===== src/rtl/window_filter_3x3.sv =====
`default_nettype none
`timescale 1ns/1ps
// ============================================================================
// Module   : window_filter_3x3
// Brief    : 3x3 sliding-window mean/min/max/centre filter, 4-edge latency.
//            Optional macro WIN_FILTER_ROUND_EN: round-to-nearest mean.
// Revision : 1.0 - initial release
// ============================================================================
module window_filter_3x3 #(
    parameter int PIC_WIDTH = 250,
    parameter int CH_NUM    = 3,
    parameter int CH_W      = 8
) (
    input  logic                     clk,
    input  logic                     rst,
    input  logic                     valid_in,
    input  logic [CH_NUM*CH_W-1:0]   din1,
    input  logic [CH_NUM*CH_W-1:0]   din2,
    input  logic [CH_NUM*CH_W-1:0]   din3,
    input  logic [1:0]               mode,
    output logic [CH_NUM*CH_W-1:0]   dout,
    output logic                     valid_out,
    output logic                     border_out
);

    localparam int c_PW    = CH_NUM * CH_W;
    localparam int c_SW    = CH_W + 4;
    localparam int c_COL_W = $clog2(PIC_WIDTH);

    localparam logic [c_COL_W-1:0] c_COL_LAST = c_COL_W'(PIC_WIDTH - 1);
    localparam logic [c_COL_W-1:0] c_COL_TWO  = c_COL_W'(2);
    localparam logic [c_COL_W-1:0] c_COL_ONE  = c_COL_W'(1);
    localparam logic [c_SW-1:0]    c_NINE     = c_SW'(9);
`ifdef WIN_FILTER_ROUND_EN
    localparam logic [c_SW-1:0]    c_RND      = c_SW'(4);
`else
    localparam logic [c_SW-1:0]    c_RND      = c_SW'(0);
`endif

    localparam logic [1:0] c_MODE_MEAN = 2'd0;
    localparam logic [1:0] c_MODE_MIN  = 2'd1;
    localparam logic [1:0] c_MODE_MAX  = 2'd2;
    localparam logic [1:0] c_MODE_CTR  = 2'd3;

    // ------------------------------------------------------------------------
    // Window shift registers and column counter
    // ------------------------------------------------------------------------
    logic [c_PW-1:0]     win_q [3][3];   // [row][age], age 0 = newest column
    logic [c_COL_W-1:0]  col_q;
    logic [c_COL_W-1:0]  col_d;
    logic                s0_valid_q;
    logic                s0_border_q;
    logic [1:0]          s0_mode_q;

    always_comb begin
        col_d = col_q;
        if (!valid_in) begin
            col_d = '0;
        end else if (col_q == c_COL_LAST) begin
            col_d = '0;
        end else begin
            col_d = col_q + c_COL_ONE;
        end
    end

    always_ff @(posedge clk) begin
        if (rst) begin
            for (int r = 0; r < 3; r++) begin
                for (int c = 0; c < 3; c++) begin
                    win_q[r][c] <= '0;
                end
            end
            col_q       <= '0;
            s0_valid_q  <= 1'b0;
            s0_border_q <= 1'b0;
            s0_mode_q   <= 2'd0;
        end else begin
            col_q      <= col_d;
            s0_valid_q <= valid_in;
            if (valid_in) begin
                for (int r = 0; r < 3; r++) begin
                    win_q[r][2] <= win_q[r][1];
                    win_q[r][1] <= win_q[r][0];
                end
                win_q[0][0] <= din1;
                win_q[1][0] <= din2;
                win_q[2][0] <= din3;
                s0_mode_q   <= mode;
                s0_border_q <= (col_q < c_COL_TWO);
            end
        end
    end

    // ------------------------------------------------------------------------
    // Stage 1: window snapshot, flattened row-major (index 4 is the centre)
    // ------------------------------------------------------------------------
    logic [c_PW-1:0] s1_win_q [9];
    logic            s1_valid_q;
    logic            s1_border_q;
    logic [1:0]      s1_mode_q;

    always_ff @(posedge clk) begin
        if (rst) begin
            for (int k = 0; k < 9; k++) begin
                s1_win_q[k] <= '0;
            end
            s1_valid_q  <= 1'b0;
            s1_border_q <= 1'b0;
            s1_mode_q   <= 2'd0;
        end else begin
            for (int r = 0; r < 3; r++) begin
                for (int c = 0; c < 3; c++) begin
                    s1_win_q[r*3 + c] <= win_q[r][c];
                end
            end
            s1_valid_q  <= s0_valid_q;
            s1_border_q <= s0_border_q;
            s1_mode_q   <= s0_mode_q;
        end
    end

    // ------------------------------------------------------------------------
    // Stage 2: per-channel sum / min / max over the nine samples
    // ------------------------------------------------------------------------
    logic [CH_NUM*c_SW-1:0] s2_sum_d;
    logic [CH_NUM*c_SW-1:0] s2_sum_q;
    logic [c_PW-1:0]        s2_min_d;
    logic [c_PW-1:0]        s2_min_q;
    logic [c_PW-1:0]        s2_max_d;
    logic [c_PW-1:0]        s2_max_q;
    logic [c_PW-1:0]        s2_ctr_q;
    logic                   s2_valid_q;
    logic                   s2_border_q;
    logic [1:0]             s2_mode_q;

    logic [c_SW-1:0]        w_acc;
    logic [CH_W-1:0]        w_smp;
    logic [CH_W-1:0]        w_lo;
    logic [CH_W-1:0]        w_hi;

    always_comb begin
        s2_sum_d = '0;
        s2_min_d = '0;
        s2_max_d = '0;
        w_acc    = '0;
        w_smp    = '0;
        w_lo     = '0;
        w_hi     = '0;
        for (int ch = 0; ch < CH_NUM; ch++) begin
            w_acc = '0;
            w_lo  = '1;
            w_hi  = '0;
            for (int k = 0; k < 9; k++) begin
                w_smp = s1_win_q[k][ch*CH_W +: CH_W];
                w_acc = w_acc + {4'b0000, w_smp};
                if (w_smp < w_lo) begin
                    w_lo = w_smp;
                end
                if (w_smp > w_hi) begin
                    w_hi = w_smp;
                end
            end
            s2_sum_d[ch*c_SW +: c_SW] = w_acc;
            s2_min_d[ch*CH_W +: CH_W] = w_lo;
            s2_max_d[ch*CH_W +: CH_W] = w_hi;
        end
    end

    always_ff @(posedge clk) begin
        if (rst) begin
            s2_sum_q    <= '0;
            s2_min_q    <= '0;
            s2_max_q    <= '0;
            s2_ctr_q    <= '0;
            s2_valid_q  <= 1'b0;
            s2_border_q <= 1'b0;
            s2_mode_q   <= 2'd0;
        end else begin
            s2_sum_q    <= s2_sum_d;
            s2_min_q    <= s2_min_d;
            s2_max_q    <= s2_max_d;
            s2_ctr_q    <= s1_win_q[4];
            s2_valid_q  <= s1_valid_q;
            s2_border_q <= s1_border_q;
            s2_mode_q   <= s1_mode_q;
        end
    end

    // ------------------------------------------------------------------------
    // Stage 3: divide-by-nine and mode select into the output registers
    // ------------------------------------------------------------------------
    logic [c_PW-1:0] w_mean;
    logic [c_PW-1:0] w_result;

    always_comb begin
        w_mean = '0;
        // Sum of nine CH_W samples plus rounding bias still fits c_SW bits.
        for (int ch = 0; ch < CH_NUM; ch++) begin
            w_mean[ch*CH_W +: CH_W] = CH_W'((s2_sum_q[ch*c_SW +: c_SW] + c_RND) / c_NINE);
        end
        w_result = s2_ctr_q;
        case (s2_mode_q)
            c_MODE_MEAN: w_result = w_mean;
            c_MODE_MIN:  w_result = s2_min_q;
            c_MODE_MAX:  w_result = s2_max_q;
            c_MODE_CTR:  w_result = s2_ctr_q;
            default:     w_result = s2_ctr_q;
        endcase
    end

    always_ff @(posedge clk) begin
        if (rst) begin
            dout       <= '0;
            valid_out  <= 1'b0;
            border_out <= 1'b0;
        end else begin
            valid_out <= s2_valid_q;
            if (s2_valid_q) begin
                dout       <= w_result;
                border_out <= s2_border_q;
            end
        end
    end

endmodule
`default_nettype wire


===== config.mk =====
export PLATFORM = sky130hd
export DESIGN_NAME = window_filter_3x3
export DESIGN_NICKNAME = d
export VERILOG_FILES = /design/src/rtl/window_filter_3x3.sv
export SDC_FILE = /design/constraint.sdc
export NUM_CORES = 2
export LEC_CHECK = 0
export CAP_MARGIN = 10
export CELL_PAD_IN_SITES_DETAIL_PLACEMENT = 0
export CELL_PAD_IN_SITES_GLOBAL_PLACEMENT = 1
export CORE_UTILIZATION = 50
export CTS_CLUSTER_DIAMETER = 80
export DETAILED_ROUTE_END_ITERATION = 16
export PLACE_DENSITY = 0.79
export SYNTH_ARGS = -nofsm -noshare
export SYNTH_HDL_FRONTEND = slang
export SYNTH_SLANG_ARGS = --single-unit

===== constraint.sdc =====
create_clock -name clk -period 26 [get_ports clk]
set_clock_uncertainty 0.05 [all_clocks]
set_input_delay 5.2 -clock clk [delete_from_list [all_inputs] [get_ports clk]]
set_output_delay 5.2 -clock clk [all_outputs]
set_load 0.02 [all_outputs]

Word level (Yosys, flattened, before mapping)
Memories as Yosys holds them, arrays and structs flattened.
Cells that the tools add are included.
- register bits after elaboration: 154
- memories kept: 2
- ROM bits: 0
- memory bits (writable): 432
- latch bits: 0
- output and inout port bits: 26
- memories (memory ; depth ; bits a word ; rd ports ; clocked after Yosys merged registers in ; wr ports ; line ; source):
    s1_win_q ; 9 ; 24 ; 9 ; 0 ; 9 ; 97 ; logic [c_PW-1:0] s1_win_q [9];
    win_q ; 3 ; 72 ; 3 ; 0 ; 3 ; 48 ; logic [c_PW-1:0] win_q [3][3];
- $add $sub $neg: 25
- bitwise operators: 19
- order comparisons: 55
- eq/ne operators: 4
- divide/modulo/power cells: 3
- shift operators: 0
- muxes and demuxes: 79
- multiply operators: 0
- reduce and logical (&&, ||, !) cells: 2
- operator list (operator ; number):
    $mux W24 ; 18
    $mux W8 ; 54
    $gt A8 B8 Y1 ; 24
    $lt A8 B8 Y1 ; 24
    $add A12 B8 Y12 ; 12
    $pmux W24 S4 ; 1
    $add A11 B8 Y12 ; 3
    $div A12 B4 Y12 const B ; 3
    $add A10 B8 Y11 ; 3
    $add A9 B8 Y10 ; 3
    $add A8 B8 Y9 ; 3
    $gt A8 B1 Y1 const B ; 3
    $lt A8 B8 Y1 const B ; 3
    $or A1 B1 Y1 ; 18
    $add A8 B1 Y8 const B ; 1
    $eq A8 B8 Y1 const B ; 1
    $lt A8 B2 Y1 const B ; 1
    $mux W1 ; 6
    $eq A2 B2 Y1 const B ; 2
    $reduce_or A3 Y1 ; 1
    $eq A2 B1 Y1 const B ; 1
    $logic_not A2 Y1 ; 1
    $not A1 Y1 ; 1

Longest topological paths before layout
- word-level depth: 18
- mapped depth: 88
- mapped depth without buffers: 84

Worst setup path after synthesis
No wires, ideal clock.
- kind: register to register
- start point: memory s1_win_q[0][17] (netlist bit)
- end point: register s2_max_q[16]
- cell stages (with the launch flop): 88
- library setup time: 122 ps
- period minus slack after synthesis: 14079 ps
- path slack: 11921 ps
- required time: 25828 ps
- buffers on the path: 6
- arrival: 13908 ps
- path through: dfxtp_1 > inv_1 > ha_1 > nor2b_1 > o21a_1 > o21a_1 > o21a_1 > o21a_1 > o21ai_0 > nand2b_1 > a21oi_1 > nor2_1 > mux2i_1 > ha_1 > nor2b_1 > o21a_1 > o21ai_0 > nand2b_1 > [... 52 more ...] > nand2b_1 > a21oi_1 > o21ai_0 > o21ai_1 > clkbuf_1 > mux2_2 > ha_1 > nor2b_1 > o21a_1 > o21ai_0 > nand2b_1 > a21oi_1 > o21ai_0 > o31a_1 > or3_1 > buf_1 > inv_1 > a221o_1
- RTL lines (element ; line ; source):
    start, declared ; 97 ;
    end signal, assigned ; 181 ; s2_max_q <= s2_max_d;
    end, declared ; 130 ; logic [c_PW-1:0] s2_max_q;

==> results.md <==
* Crit-path slowest cell: nor2_1
* Core area at 0.0789 mm^2
* Vias per cell at around 5.6
* Max VDD drop at 55.4 uV
* Die height at around 280 um
* Slew margin rel. at 23.7%
* Clock transition at path regs at 0.06 ns
* First-pass GRT wire length at about 160000 um
* Final HPWL from detailed placement at 76200 um
* Min-delay worst type: reg -> reg
* Skew-Pair Late Insertion Delay at around 0.6 ns
* Crit-path max FO at 17
* Seq/Total Area, Yosys at between 30% and 40%
* Fmax at between 60 and 70 MHz
* Critical Path End Type: flip-flop
* MaxCap Viol Count at 0
* RSZ-0062 raised after global routing: no
* Top Metal Used: met4
* Drt wl/cell at 19.2 um
* Period utilization at 61.0%
* Hold path cells at 1
* CTS tree: built
* RR Startpoint: s1_win_q[0][17]
* Slew @ Worst Pin at 1.14 ns
* Number of routed nets with antenna violations at 0
* Postcts setup bufs at 0
* # port buffers at 102
* Clock Sinks at between 500 and 600
* Post-synth top cells: ha_1 (398), dfxtp_1 (370), nor2b_1 (318)
* Run status: complete, no violations
* Longest Clk Path Bufs at 3
* Hold_sp: s1_valid_q
* Share of layout cells above drive strength 1 at about 7.2%
* Metal3 WL at around 6600 um
* Library cells used by synthesis at 103
* Worst hold slack at approximately 0.39 ns
* Crit path kind: reg -> reg
* Crit start category: flip-flop
* CTS resizes at 0
* M1 WL at roughly 52000 um
* Synth async-reset ratio at 0%
* Number of global-route vias before repair at 27000
* Cell Area, Synth at just under 0.04 mm^2
* Max Slew Vio Count at 0
* Die X at ~280 um
* Ys flop type: dfxtp_1
* R2R Setup Slk at just over 10 ns
* IO Pins at 103
* GRT Residual Overflow at 0
* GP Congestion at approximately 0.93
* Synth warn at 0
* # DRC at 0
* R2R cell count at 83
* Final hold vios at 0
* Endpoints failing setup at 0
* WP data arrival at 16.30 ns
* Syn nets at about 4600
* Total Routing Usage GR at 24.5%
* Mean Syn Cell Area at between 9 and 10 um^2
* Initial Util at roughly 50%
* Cts hold-fix bufs at 0
* Seq cells post-synth at between 500 and 600
* Initial antenna violation count at 5
* Area growth syn-to-layout at 10.5%
* DRT Wirelength at about 99000 um
* Total die area at approximately 0.08 mm^2
* P per Cell Area at 103 mW/mm^2
* Site row count at a little over 100
* Yosys top cell area share at between 10% and 20%
* Most used cell, CP: o21ai_0
* Inserted Clock Buffers at 67
* Root Driver: clkbuf_16
* Cell count after synthesis at between 4000 and 5000
* Largest net degree at the start of global routing at 125
* Min cycle time layout at 15.86 ns
* Critical path origin: s1_win_q[0][17]
* CP Data Required Time at between 20 and 30 ns
* Starting DRT DRC Count at 2332
* Fin Setup TNS at 0 ns
* EDFF count, synth at approximately 220
* Via count at about 29000
* Most frequent cell after synthesis: ha_1
* Hold Crit Endpoint: s2_valid_q
* Nets at 4678
* WL met2 at 38400 um
* Top post-synthesis cells by area: dfxtp_1 (19%), edfxtp_1 (16%), ha_1 (13%)
* Dominant cell type by area after synthesis: dfxtp_1
* Reg2reg end: s2_max_q[16]
* Router iterations before antenna repair at 6
* H-tree depth at 3
* CP peak stage delay at 0.67 ns
* Lkg Pwr at 0.0189 uW
[worst max-delay path by stage]
| stage | to | slack (ns) | cells past startpoint |
|---|---|---|---|
| after floorplan | s2_max_q[16] | 11.92 | 87 |
| after global placement | s2_min_q[17] | 10.77 | 76 |
| after detailed placement | s2_max_q[16] | 10.39 | 83 |
| after CTS | s2_max_q[16] | 10.32 | 83 |
| after global routing | s2_max_q[16] | 8.54 | 83 |
| final | s2_max_q[16] | 10.14 | 83 |
[report_power, final]
| part | internal [uW] | leakage, uW | switching [uW] | total [uW] |
|---|---|---|---|---|
| clock network | 581 | 0.00112 | 394 | 975 |
| logic | 1030 | 0.0124 | 1360 | 2390 |
| registers | 1040 | 0.00541 | 105 | 1150 |
| total | 2650 | 0.0189 | 1860 | 4510 |
[cell type report]
class | count | area (um^2)
clock buffer | 88 | 1890
tap | 1050 | 1310
fill | 6995 | 34900
sequential | 586 | 13900
clock inverter | 35 | 412
inverter | 293 | 1100
timing repair buffer | 120 | 1160
multi-input combinational | 2973 | 24200
antenna | 1 | 2.50
[layer usage]
layer | track usage (%) | up-vias
met1 | 39.9 | 13600
met4 | 5.17 | 0
li1 | - | 14200
met5 | 0 | -
met3 | 3.96 | 84
met2 | 33.2 | 721
[through the flow]
| step | std cells | total power, uW | instance area [um^2] | setup slack [ns] | util, % |
|---|---|---|---|---|---|
| after floorplan | 4007 | 3010 | 39800 | 11.92 | - |
| after global placement | 5022 | 3500 | 41600 | 10.77 | 52.8 |
| after detailed placement | 5022 | 3520 | 41600 | 10.39 | 52.8 |
| after CTS | 5145 | 4510 | 43900 | 10.32 | 55.7 |
| after global routing | 5145 | 4880 | 43900 | 8.54 | 55.7 |
| final | 5146 | 4510 | 43900 | 10.14 | 55.7 |
[state kept, by name (all words and copies together), names as in the netlist, 2 cells and up]
register and cells:
win_q 216, s1_mode_q 2, dout 24, s2_min_q 24, s2_mode_q 2, s2_max_q 24
s0_mode_q 2, s1_win_q 216, s2_sum_q 36, s2_ctr_q 24, col_q 8
[cells by family (layout without fill, tap and decap cells)]
group / Yosys count / after routing / share of synthesized area [%]
other cells: 0 / 1 / 0
xor+xnor: 38 / 38 / 0.875
fa+ha+maj: 566 / 566 / 20.8
simple gates: 1293 / 1293 / 18.0
flops: 586 / 586 / 34.9
mux: 272 / 272 / 7.71
buf+inv: 448 / 536 / 4.35
compound gates: 804 / 804 / 13.3
[cell usage in the layout (no fill, tap or decap), types with 69 or more instances in the layout]
cell             count
ha_1               398
dfxtp_1            369
nor2b_1            318
inv_1              293
nor2_1             251
and2_1             233
edfxtp_1           216
a21oi_1            215
fa_1               162
mux2i_1            159
o21ai_0            145
nand2_1            117
a21o_1             103
clkdlybuf4s50_1    100
mux2_2              95
nand3_1             86
clkbuf_16           70
nand2b_1            69
[critical path, delay by kind of cell, from the launching register on]
family,cells,cell delay (ns)
AOI/OAI and AO/OA,45,7.90
adders and majority gates,8,2.24
muxes,4,1.66
and+or+nand+nor,20,2.93
buffers and inverters,6,0.56
DFF,1,0.39
No activity file was read; power rests on OpenSTA's default activity.
